==> src/rtl/reset_seq_wdt_if.sv <==
// Bus bundle for reset_seq_wdt: lock/request/watchdog inputs and the
// sequenced reset, status and cause outputs.
//   master : drives pll_locked, sw_reset_req, wdt_enable, wdt_kick, cause_clear
//   slave  : drives dom_rst_n, seq_done, wdt_warn, wdt_expired, wdt_chan, reset_cause
interface reset_seq_wdt_if #(
  parameter int unsigned N_DOMAINS = 4,
  parameter int unsigned N_WDT     = 2
);
  logic                 pll_locked;
  logic                 sw_reset_req;
  logic [N_WDT-1:0]     wdt_enable;
  logic [N_WDT-1:0]     wdt_kick;
  logic                 cause_clear;
  logic [N_DOMAINS-1:0] dom_rst_n;
  logic                 seq_done;
  logic [N_WDT-1:0]     wdt_warn;
  logic                 wdt_expired;
  logic [1:0]           wdt_chan;
  logic [4:0]           reset_cause;

  modport master (
    output pll_locked, sw_reset_req, wdt_enable, wdt_kick, cause_clear,
    input  dom_rst_n, seq_done, wdt_warn, wdt_expired, wdt_chan, reset_cause
  );

  modport slave (
    input  pll_locked, sw_reset_req, wdt_enable, wdt_kick, cause_clear,
    output dom_rst_n, seq_done, wdt_warn, wdt_expired, wdt_chan, reset_cause
  );
endinterface

==> src/rtl/reset_seq_wdt.sv <==
// Reset sequencer plus multi-channel windowed watchdog (clk_sys domain).
// Waits for pll_locked to be stable, releases dom_rst_n[0..N-1] in order
// with STAGE_GAP spacing, then supervises N_WDT watchdogs. Lock loss, a
// software request or a watchdog fault forces all domain resets low for
// RST_PULSE cycles and restarts the sequence. Causes are kept sticky.
// Ports:
//   clk_sys   : system clock
//   rst_sys_n : asynchronous active-low reset
//   bus       : reset_seq_wdt_if slave (inputs: lock/requests/kicks,
//               outputs: dom_rst_n, seq_done, wdt_warn, wdt_expired,
//               wdt_chan, reset_cause)
module reset_seq_wdt #(
  parameter int unsigned N_DOMAINS   = 4,
  parameter int unsigned STAGE_GAP   = 16,
  parameter int unsigned LOCK_STABLE = 8,
  parameter int unsigned RST_PULSE   = 4,
  parameter int unsigned N_WDT       = 2,
  parameter int unsigned WDT_TIMEOUT = 100,
  parameter int unsigned WDT_WARN    = 80,
  parameter int unsigned WDT_WIN_MIN = 0
) (
  input  logic           clk_sys,
  input  logic           rst_sys_n,
  reset_seq_wdt_if.slave bus
);
  localparam int unsigned LW = $clog2(LOCK_STABLE + 1);
  localparam int unsigned GW = $clog2(STAGE_GAP + 1);
  localparam int unsigned PW = $clog2(RST_PULSE + 1);
  localparam int unsigned TW = $clog2(WDT_TIMEOUT + 1);
  localparam int unsigned DW = (N_DOMAINS > 1) ? $clog2(N_DOMAINS) : 1;

  localparam logic [LW-1:0] LOCK_LAST  = LW'(LOCK_STABLE - 1);
  localparam logic [GW-1:0] GAP_LAST   = GW'(STAGE_GAP - 1);
  localparam logic [PW-1:0] PULSE_LAST = PW'(RST_PULSE - 1);
  localparam logic [TW-1:0] WDT_LAST   = TW'(WDT_TIMEOUT - 1);
  localparam logic [TW-1:0] WARN_C     = TW'(WDT_WARN);
  localparam logic [TW:0]   WIN_MIN_X  = (TW+1)'(WDT_WIN_MIN);
  localparam logic [TW:0]   ONE_X      = (TW+1)'(1);
  localparam logic [DW-1:0] DOM_LAST   = DW'(N_DOMAINS - 1);

  typedef enum logic [1:0] {HOLD, RELEASE, RUN, FAULT} state_t;

  state_t                     state_q, state_d;
  logic [LW-1:0]              lock_cnt_q, lock_cnt_d;
  logic [GW-1:0]              gap_cnt_q, gap_cnt_d;
  logic [PW-1:0]              pulse_cnt_q, pulse_cnt_d;
  logic [DW-1:0]              dom_idx_q, dom_idx_d;
  logic [N_WDT-1:0][TW-1:0]   wdt_cnt_q, wdt_cnt_d;
  logic [N_DOMAINS-1:0]       dom_rst_n_q, dom_rst_n_d;
  logic                       seq_done_q, seq_done_d;
  logic [N_WDT-1:0]           wdt_warn_q, wdt_warn_d;
  logic                       wdt_expired_q, wdt_expired_d;
  logic [1:0]                 wdt_chan_q, wdt_chan_d;
  logic [4:0]                 reset_cause_q, reset_cause_d;

  logic [N_WDT-1:0] early, timeout;
  logic [1:0]       chan_sel;
  logic [4:0]       cause_set;
  logic             trigger;

  always_comb begin
    state_d       = state_q;
    lock_cnt_d    = lock_cnt_q;
    gap_cnt_d     = gap_cnt_q;
    pulse_cnt_d   = pulse_cnt_q;
    dom_idx_d     = dom_idx_q;
    dom_rst_n_d   = dom_rst_n_q;
    seq_done_d    = seq_done_q;
    wdt_expired_d = 1'b0;
    wdt_chan_d    = wdt_chan_q;
    wdt_warn_d    = '0;
    wdt_cnt_d     = '0;
    early         = '0;
    timeout       = '0;
    cause_set     = '0;
    chan_sel      = '0;

    // Watchdogs only advance in RUN; everywhere else they sit at zero.
    if (state_q == RUN) begin
      for (int unsigned i = 0; i < N_WDT; i++) begin
        if (bus.wdt_enable[i]) begin
          if (bus.wdt_kick[i]) begin
            // counter < WDT_WIN_MIN, phrased so a zero window folds to false
            if (({1'b0, wdt_cnt_q[i]} + ONE_X) <= WIN_MIN_X) early[i] = 1'b1;
          end else if (wdt_cnt_q[i] == WDT_LAST) begin
            timeout[i] = 1'b1;
          end else begin
            wdt_cnt_d[i] = wdt_cnt_q[i] + TW'(1);
          end
        end
      end
    end

    for (int unsigned i = N_WDT; i > 0; i--) begin
      if (early[i-1] || timeout[i-1]) chan_sel = 2'(i - 1);
    end

    trigger = !bus.pll_locked || bus.sw_reset_req || (|early) || (|timeout);

    case (state_q)
      HOLD: begin
        if (!bus.pll_locked) begin
          lock_cnt_d = '0;
        end else if (lock_cnt_q == LOCK_LAST) begin
          lock_cnt_d     = '0;
          gap_cnt_d      = '0;
          dom_idx_d      = DW'(1);
          dom_rst_n_d[0] = 1'b1;
          if (N_DOMAINS == 1) begin
            state_d    = RUN;
            seq_done_d = 1'b1;
          end else begin
            state_d = RELEASE;
          end
        end else begin
          lock_cnt_d = lock_cnt_q + LW'(1);
        end
      end
      RELEASE, RUN: begin
        if (trigger) begin
          state_d     = FAULT;
          pulse_cnt_d = '0;
          dom_rst_n_d = '0;
          seq_done_d  = 1'b0;
          cause_set   = {|early, |timeout, bus.sw_reset_req, !bus.pll_locked, 1'b0};
          if ((|early) || (|timeout)) begin
            wdt_expired_d = 1'b1;
            wdt_chan_d    = chan_sel;
          end
        end else if (state_q == RELEASE) begin
          if (gap_cnt_q == GAP_LAST) begin
            gap_cnt_d              = '0;
            dom_rst_n_d[dom_idx_q] = 1'b1;
            dom_idx_d              = dom_idx_q + DW'(1);
            if (dom_idx_q == DOM_LAST) begin
              state_d    = RUN;
              seq_done_d = 1'b1;
            end
          end else begin
            gap_cnt_d = gap_cnt_q + GW'(1);
          end
        end
      end
      FAULT: begin
        if (pulse_cnt_q == PULSE_LAST) begin
          state_d     = HOLD;
          pulse_cnt_d = '0;
          lock_cnt_d  = '0;
        end else begin
          pulse_cnt_d = pulse_cnt_q + PW'(1);
        end
      end
      default: state_d = HOLD;
    endcase

    for (int unsigned i = 0; i < N_WDT; i++) begin
      wdt_warn_d[i] = (state_d == RUN) && (wdt_cnt_d[i] >= WARN_C);
    end

    // A cause raised this cycle survives a simultaneous clear.
    reset_cause_d = (bus.cause_clear ? 5'b00000 : reset_cause_q) | cause_set;
  end

  always_ff @(posedge clk_sys or negedge rst_sys_n) begin
    if (!rst_sys_n) begin
      state_q       <= HOLD;
      lock_cnt_q    <= '0;
      gap_cnt_q     <= '0;
      pulse_cnt_q   <= '0;
      dom_idx_q     <= '0;
      wdt_cnt_q     <= '0;
      dom_rst_n_q   <= '0;
      seq_done_q    <= 1'b0;
      wdt_warn_q    <= '0;
      wdt_expired_q <= 1'b0;
      wdt_chan_q    <= '0;
      reset_cause_q <= 5'b00001;
    end else begin
      state_q       <= state_d;
      lock_cnt_q    <= lock_cnt_d;
      gap_cnt_q     <= gap_cnt_d;
      pulse_cnt_q   <= pulse_cnt_d;
      dom_idx_q     <= dom_idx_d;
      wdt_cnt_q     <= wdt_cnt_d;
      dom_rst_n_q   <= dom_rst_n_d;
      seq_done_q    <= seq_done_d;
      wdt_warn_q    <= wdt_warn_d;
      wdt_expired_q <= wdt_expired_d;
      wdt_chan_q    <= wdt_chan_d;
      reset_cause_q <= reset_cause_d;
    end
  end

  assign bus.dom_rst_n   = dom_rst_n_q;
  assign bus.seq_done    = seq_done_q;
  assign bus.wdt_warn    = wdt_warn_q;
  assign bus.wdt_expired = wdt_expired_q;
  assign bus.wdt_chan    = wdt_chan_q;
  assign bus.reset_cause = reset_cause_q;
endmodule
==> src/flat_wrapper.sv <==
// flat-port wrapper written by rule: the top's interface ports become plain ports
module reset_seq_wdt_flat 
#(
  parameter int unsigned N_DOMAINS   = 4,
  parameter int unsigned STAGE_GAP   = 16,
  parameter int unsigned LOCK_STABLE = 8,
  parameter int unsigned RST_PULSE   = 4,
  parameter int unsigned N_WDT       = 2,
  parameter int unsigned WDT_TIMEOUT = 100,
  parameter int unsigned WDT_WARN    = 80,
  parameter int unsigned WDT_WIN_MIN = 0
)
  (clk_sys, rst_sys_n, bus_pll_locked, bus_sw_reset_req, bus_wdt_enable, bus_wdt_kick, bus_cause_clear, bus_dom_rst_n, bus_seq_done, bus_wdt_warn, bus_wdt_expired, bus_wdt_chan, bus_reset_cause);
  reset_seq_wdt_if #(.N_DOMAINS(N_DOMAINS), .N_WDT(N_WDT)) bus_i ();
  input  logic clk_sys;
  input  logic rst_sys_n;
  input wire logic [$bits(bus_i.pll_locked)-1:0] bus_pll_locked;
  input wire logic [$bits(bus_i.sw_reset_req)-1:0] bus_sw_reset_req;
  input wire logic [$bits(bus_i.wdt_enable)-1:0] bus_wdt_enable;
  input wire logic [$bits(bus_i.wdt_kick)-1:0] bus_wdt_kick;
  input wire logic [$bits(bus_i.cause_clear)-1:0] bus_cause_clear;
  output wire logic [$bits(bus_i.dom_rst_n)-1:0] bus_dom_rst_n;
  output wire logic [$bits(bus_i.seq_done)-1:0] bus_seq_done;
  output wire logic [$bits(bus_i.wdt_warn)-1:0] bus_wdt_warn;
  output wire logic [$bits(bus_i.wdt_expired)-1:0] bus_wdt_expired;
  output wire logic [$bits(bus_i.wdt_chan)-1:0] bus_wdt_chan;
  output wire logic [$bits(bus_i.reset_cause)-1:0] bus_reset_cause;
  assign bus_i.pll_locked = bus_pll_locked;
  assign bus_i.sw_reset_req = bus_sw_reset_req;
  assign bus_i.wdt_enable = bus_wdt_enable;
  assign bus_i.wdt_kick = bus_wdt_kick;
  assign bus_i.cause_clear = bus_cause_clear;
  assign bus_dom_rst_n = bus_i.dom_rst_n;
  assign bus_seq_done = bus_i.seq_done;
  assign bus_wdt_warn = bus_i.wdt_warn;
  assign bus_wdt_expired = bus_i.wdt_expired;
  assign bus_wdt_chan = bus_i.wdt_chan;
  assign bus_reset_cause = bus_i.reset_cause;
  reset_seq_wdt #(.N_DOMAINS(N_DOMAINS), .STAGE_GAP(STAGE_GAP), .LOCK_STABLE(LOCK_STABLE), .RST_PULSE(RST_PULSE), .N_WDT(N_WDT), .WDT_TIMEOUT(WDT_TIMEOUT), .WDT_WARN(WDT_WARN), .WDT_WIN_MIN(WDT_WIN_MIN)) u_core (.clk_sys(clk_sys), .rst_sys_n(rst_sys_n), .bus(bus_i));
endmodule
==> config.mk <==
export PLATFORM = sky130hd
export DESIGN_NAME = reset_seq_wdt_flat
export DESIGN_NICKNAME = d
export VERILOG_FILES = /design/src/rtl/reset_seq_wdt_if.sv /design/src/rtl/reset_seq_wdt.sv /design/src/flat_wrapper.sv
export SDC_FILE = /design/constraint.sdc
export NUM_CORES = 1
export LEC_CHECK = 0
export ABC_CLOCK_PERIOD_IN_PS = 3100
export BUFFER_PORTS_ARGS = -buffer_cell sky130_fd_sc_hd__buf_4
export CAP_MARGIN = 20
export CELL_PAD_IN_SITES_DETAIL_PLACEMENT = 0
export CELL_PAD_IN_SITES_GLOBAL_PLACEMENT = 1
export CORE_MARGIN = 2
export CORE_UTILIZATION = 47
export CTS_BUF_LIST = sky130_fd_sc_hd__clkbuf_2 sky130_fd_sc_hd__clkbuf_4 sky130_fd_sc_hd__clkbuf_8
export CTS_CLUSTER_SIZE = 8
export DETAILED_ROUTE_END_ITERATION = 10
export GPL_TIMING_DRIVEN = 0
export PLACE_DENSITY_LB_ADDON = 0.1
export REMOVE_ABC_BUFFERS = 1
export SYNTH_ARGS = -nofsm -noshare
export SYNTH_HDL_FRONTEND = slang
export SYNTH_SLANG_ARGS = --single-unit
export TNS_END_PERCENT = 100
==> constraint.sdc <==
create_clock -name clk_sys -period 3.1 [get_ports clk_sys]
set_clock_uncertainty 0.1 [all_clocks]
set_input_delay 0.62 -clock clk_sys [delete_from_list [all_inputs] [get_ports clk_sys]]
set_output_delay 0.62 -clock clk_sys [all_outputs]
set_load 0.1 [all_outputs]
Word-level counts from Yosys, hierarchy flattened
Index checks and enable logic that the tools add are counted.
Cells by class
  shifts and indexed selects: 0
  mux-type cells: 68
  reduce and logical (&&, ||, !) cells: 28
  magnitude comparators: 6
  multipliers: 0
  add/subtract/negate cells: 8
  divide/modulo/power cells: 0
  eq/ne operators: 19
  bitwise gates (word level): 2
Operators by type and width (count)
  $mux 7: 6
  $mux 5: 8
  $mux 2: 14
  $mux 1: 24
  $mux 4: 6
  $add 7x1->8 const B: 2
  $le 8x1->1 const B: 2
  $add 7x1->7 const B: 2
  $eq 7x7->1 const B: 2
  $ge 7x7->1 const B: 2
  $mux 14: 1
  $reduce_bool 2->1: 6
  $ne 2x1->1 const B: 5
  $pmux 5 s2: 1
  $reduce_and 5->1: 2
  $eq 2x2->1 const B: 4
  $pmux 4 s2: 1
  $logic_or 1x1->1: 6
  $mux 3: 2
  $ne 3x1->1 const B: 2
  $pmux 2 s3: 1
  $pmux 3 s2: 1
  $reduce_and 3->1: 2
  $reduce_and 6->1: 1
  other kinds (22): 28
Storage, ports and cells
  register bits after elaboration: 45
  logic and storage cells: 145
  input bits: 9
  memories: 0
  memory bits (read-only): 0
  RAM bits: 0
  bits in latches: 0

Depth between registers and ports, before layout
  word-level depth: 13
  mapped depth: 10
  depth with buffers taken out: 9

Worst setup path before layout
OpenSTA, ideal clock, no wires.
  path kind: reg-to-reg
  from: register u_core.wdt_cnt_q[7] (netlist name)
  to: register u_core.dom_idx_q[0]
  arrival: 2.245 ns
  buffers on the path: 1
  cell stages (with the launch flop): 10
  library setup time: 0.127 ns
  period minus slack after synthesis: 2.472 ns
  slack: 0.628 ns
  data required time: 2.873 ns
  path through: dfrtp_1 ha_1 xor2_1 or3_4 nor4_4 a211oi_4 a31oi_4 buf_6 mux2i_1 a31oi_1
Between the ends
  longest elaborated chain between the ends: 11
  elaborated cells between the ends (all ways): 17
Ends and longest elaborated chain
  start: declaration: line reset_seq_wdt.sv:48  | logic [N_WDT-1:0][TW-1:0] wdt_cnt_q, wdt_cnt_d;
  start signal: assignment: line reset_seq_wdt.sv:184  | wdt_cnt_q <= wdt_cnt_d;
  $add 7x1->8: line reset_seq_wdt.sv:84  | if (({1'b0, wdt_cnt_q[i]} + ONE_X) <= WIN_MIN_X) early[i] = 1'b1;
  $le 8x1->1: line reset_seq_wdt.sv:84
  $mux 1: line reset_seq_wdt.sv:84
  $mux 1: line reset_seq_wdt.sv:82  | if (bus.wdt_kick[i]) begin
  $mux 1: line reset_seq_wdt.sv:81  | if (bus.wdt_enable[i]) begin
  $mux 2: line reset_seq_wdt.sv:79  | if (state_q == RUN) begin
  $reduce_or 2->1: line reset_seq_wdt.sv:98  | trigger = !bus.pll_locked || bus.sw_reset_req || (|early) || (|timeout);
  $logic_or 1x1->1: line reset_seq_wdt.sv:98
  $logic_or 1x1->1 *: line reset_seq_wdt.sv:98
  $ne 2x2->1 (no source line) *
  $reduce_and 6->1 (no source line) *
  end signal: assignment: line reset_seq_wdt.sv:183  | dom_idx_q <= dom_idx_d;
  end: declaration: line reset_seq_wdt.sv:47  | logic [DW-1:0] dom_idx_q, dom_idx_d;
Every way passes the cells marked *; elsewhere a longest branch is shown, timed or not.
A chain may end at the register's enable or synchronous reset.

Final worst setup path
  from: register u_core.wdt_cnt_q[7] (netlist name)
  to: register u_core.gap_cnt_q[2]
Between the ends
  longest elaborated chain between the ends: 11
  elaborated cells between the ends (all ways): 17
Ends and longest elaborated chain
  $add 7x1->8: line reset_seq_wdt.sv:84
  $le 8x1->1: line reset_seq_wdt.sv:84
  $mux 1: line reset_seq_wdt.sv:84
  $mux 1: line reset_seq_wdt.sv:82
  $mux 1: line reset_seq_wdt.sv:81
  $mux 2: line reset_seq_wdt.sv:79
  $reduce_or 2->1: line reset_seq_wdt.sv:98
  $logic_or 1x1->1: line reset_seq_wdt.sv:98
  $logic_or 1x1->1 *: line reset_seq_wdt.sv:98
  $ne 2x2->1 (no source line) *
  $reduce_and 5->1 (no source line) *
  end signal: assignment: line reset_seq_wdt.sv:181  | gap_cnt_q <= gap_cnt_d;
  end: declaration: line reset_seq_wdt.sv:45  | logic [GW-1:0] gap_cnt_q, gap_cnt_d;
Marked as above.

==> impl_results.md <==
- Vias in the first global route: 1,786
- Cells on worst reg2reg path: 8
- WHS: 0.204 ns
- Setup violators final: 0
- Sw Share: 0.417
- CTS tree: done
- Async S/R FF share, synth: 1.00
- Num rows: 26
- Antenna-violating nets left: 0
- Area growth, synth to finish: 13.8%
- Share of the synthesized area in the top cell type: 0.440
- Layout Cells excl Fill: 352
- Total wire length: 4670 microns
- Fin area: 2790 sq um
- P_sw: 920 uW
- CTS resizes: 0
- F_max: 0.358 GHz
- FF+latch count, synth: 44
- Library cells used by synthesis: 55
- Placer Congestion: 0.737
- Placed Cells: 344
- Root Buffer: clkbuf_8
- Ratio of cells with drive above 1 in the final layout: 0.174
- Leakage: 1.31 nW
- Place WS: 0.300 ns
- Post-layout power: 2.21 mW
- Clk pwr share: 0.221
- HPWL Detailed: 3340 microns
- Starting Density: 0.482
- Arr. time, crit path: 2.88 ns
- Post-synth top cells: dfrtp_1, nor2_1, nand2_1
- Leading area contributor after synthesis: dfrtp_1
- Router iterations before antenna repair: 4
- Post-CTS Setup Bufs: 0
- Post-Syn Area: 2450 sq um
- Total number of yosys warnings: 0
- CP endpoint: u_core.gap_cnt_q[2]
- Hold Vio Cnt, Final: 0
- Int Pwr: 1.29 mW
- Cells after synthesis: 256
- Slew HR: 0.528
- CTS Buffer Depth: 2
- Critical-path maximum fanout: 12
- Hold_buf cts: 0
- Largest net degree at the start of global routing: 45
- Syn Area/Cell: 9.56 sq um
- Routed len/inst: 13.3 microns
- PortBufs: 22
- Initial DRC Count: 107
- Crit start category: flop
- Top FF cell, synth: dfrtp_1
- Pwr dens: 792 nW/um^2
- Status: completed
- Critical R2R Capture: u_core.gap_cnt_q[2]
- TNS Setup: 0 ns
- Peak supply drop: 0.386 mV
- Overflow after GRT: 0
- CP endpoint kind: flop
- Worst Max-Slew Pin Slew: 0.707 ns
- Vias per cell: 5.27
- Post-synth EDFFs: 0
- CP required: 3.18 ns
- # IOs: 24
- Flop pwr share: 0.349
- Hold Path Class: primary input to async pin
- Die outline width: 76.2 microns
- Max Cap Viol: 0
- Die area: 5800 sq um
- Via count: 1,855
- Initial antenna violation count: 0
- Placed Area: 2660 sq um
- First-pass GRT wire length: 8240 microns
- Util after Layout: 0.549
- Final period utilization: 0.901
- Leading cell type by number of instances after synthesis: dfrtp_1
- H-tree level count: 2
- Nets: 305
- CP startpoint: u_core.wdt_cnt_q[7]
- Ranking of synthesized cells by area: dfrtp_1, ha_1, nor2_1
- Clock sinks: 44
- Reg clk slew, reported paths: 0.08 ns
- Register area share after synthesis: 0.450
- RSZ-0062 raised after global routing: false
- Flop-to-flop setup slack: 0.31 ns
- Crit path kind: flop to flop
- Global Route Usage Sum: 0.173
- Die Y: 76.2 microns
- Skew-Pair Late Insertion Delay: 0.30 ns
- TritonCTS Buffers: 5
- Comb power frac: 0.431
- Core area: 5070 sq um
- DRC viols: 0
- Slack of the critical path: 0.307 ns
- Antenna Cells: 0
- Reg2Reg Launch Point: u_core.wdt_cnt_q[7]
- Tmin final: 2.79 ns
- Final slew viol count: 0
-- critical path, stage by stage (launching register included) --
cell and delay [ns]:
dfrtp_1 0.46, ha_1 0.28, xor2_1 0.19, or3_4 0.39, nor4_4 0.36, a211oi_4 0.17, a31oi_4 0.37, nor3_1 0.09
a211o_2 0.27
-- layout by cell type, fill, tap and decap left out, drive strengths merged, types with 3 or more instances in the layout --
cell	count
nand3	14
or2	3
nor2b	3
nor3	9
ha	15
nand4b	3
xnor2	4
nor2	33
dfrtp	43
or3	3
nand2	23
o22ai	3
xor2	6
and2	5
and3	5
a31oi	3
a21oi	19
inv	13
buf	22
clkbuf	7
o21ai	12
-- layout make-up --
type                    instances  area [sq um]
fillers                       492          2290
multi-input cells             195          1250
flip-flops and latches         44          1100
repair buffers                 22           165
clock buffers                   7          96.3
well taps                      70          87.6
inverters                      13          48.8
clock inverters                 1          30.0
-- power groups by stage --
stage          Combinational (mW)  Clock, mW  Sequential [mW]
2_1_floorplan               0.614          0            0.902
3_3_place_gp                0.948          0            0.777
3_5_place_dp                0.958          0            0.781
4_1_cts                     0.964      0.498            0.770
5_1_grt                      1.06      0.520            0.787
6_report                    0.951      0.487            0.769
-- per-layer routing --
layer | track usage | wire (microns) | vias to the layer above
met5 | 0 | 0 | -
met4 | 0.0491 | 48 | 0
met3 | 0.0355 | 113 | 5
met2 | 0.278 | 2170 | 17
met1 | 0.240 | 2340 | 877
li1 | - | - | 956
-- state kept, by name, summed over array words and instances, names as in the netlist --
register	flops
u_core.bus.reset_cause	5
u_core.pulse_cnt_q	3
u_core.bus.seq_done	1
u_core.gap_cnt_q	5
u_core.bus.wdt_expired	1
u_core.dom_idx_q	2
u_core.bus.dom_rst_n	4
u_core.bus.wdt_chan	1
u_core.bus.wdt_warn	2
u_core.state_q	2
u_core.lock_cnt_q	4
u_core.wdt_cnt_q	14
-- logic make-up (layout without fill, tap and decap cells) --
logic type	Yosys count	after routing	share of synthesized area
AND/OR/NAND/NOR	112	112	0.238
AO/OA/AOI/OAI	56	56	0.156
flip-flops	44	44	0.450
buffers and inverters	17	43	0.0368
adder cells (fa/ha/maj)	15	15	0.0767
XOR/XNOR	10	10	0.0358
other	1	1	0.00153
multiplexers	1	1	0.00409
-- worst min path at each step --
| stage | startpoint | end | depth (start not counted) | slack, ns |
|---|---|---|---|---|
| after floorplan | rst_sys_n | u_core.bus.dom_rst_n[0] | 0 | 0.22 |
| after global placement | u_core.lock_cnt_q[3] | u_core.lock_cnt_q[3] | 1 | 0.36 |
| after detailed placement | u_core.lock_cnt_q[3] | u_core.lock_cnt_q[3] | 1 | 0.37 |
| after CTS | rst_sys_n | u_core.lock_cnt_q[0] | 1 | 0.22 |
| after global routing | rst_sys_n | u_core.lock_cnt_q[1] | 1 | 0.26 |
| final | rst_sys_n | u_core.lock_cnt_q[0] | 1 | 0.20 |
Power figures use the tool's default switching activity.
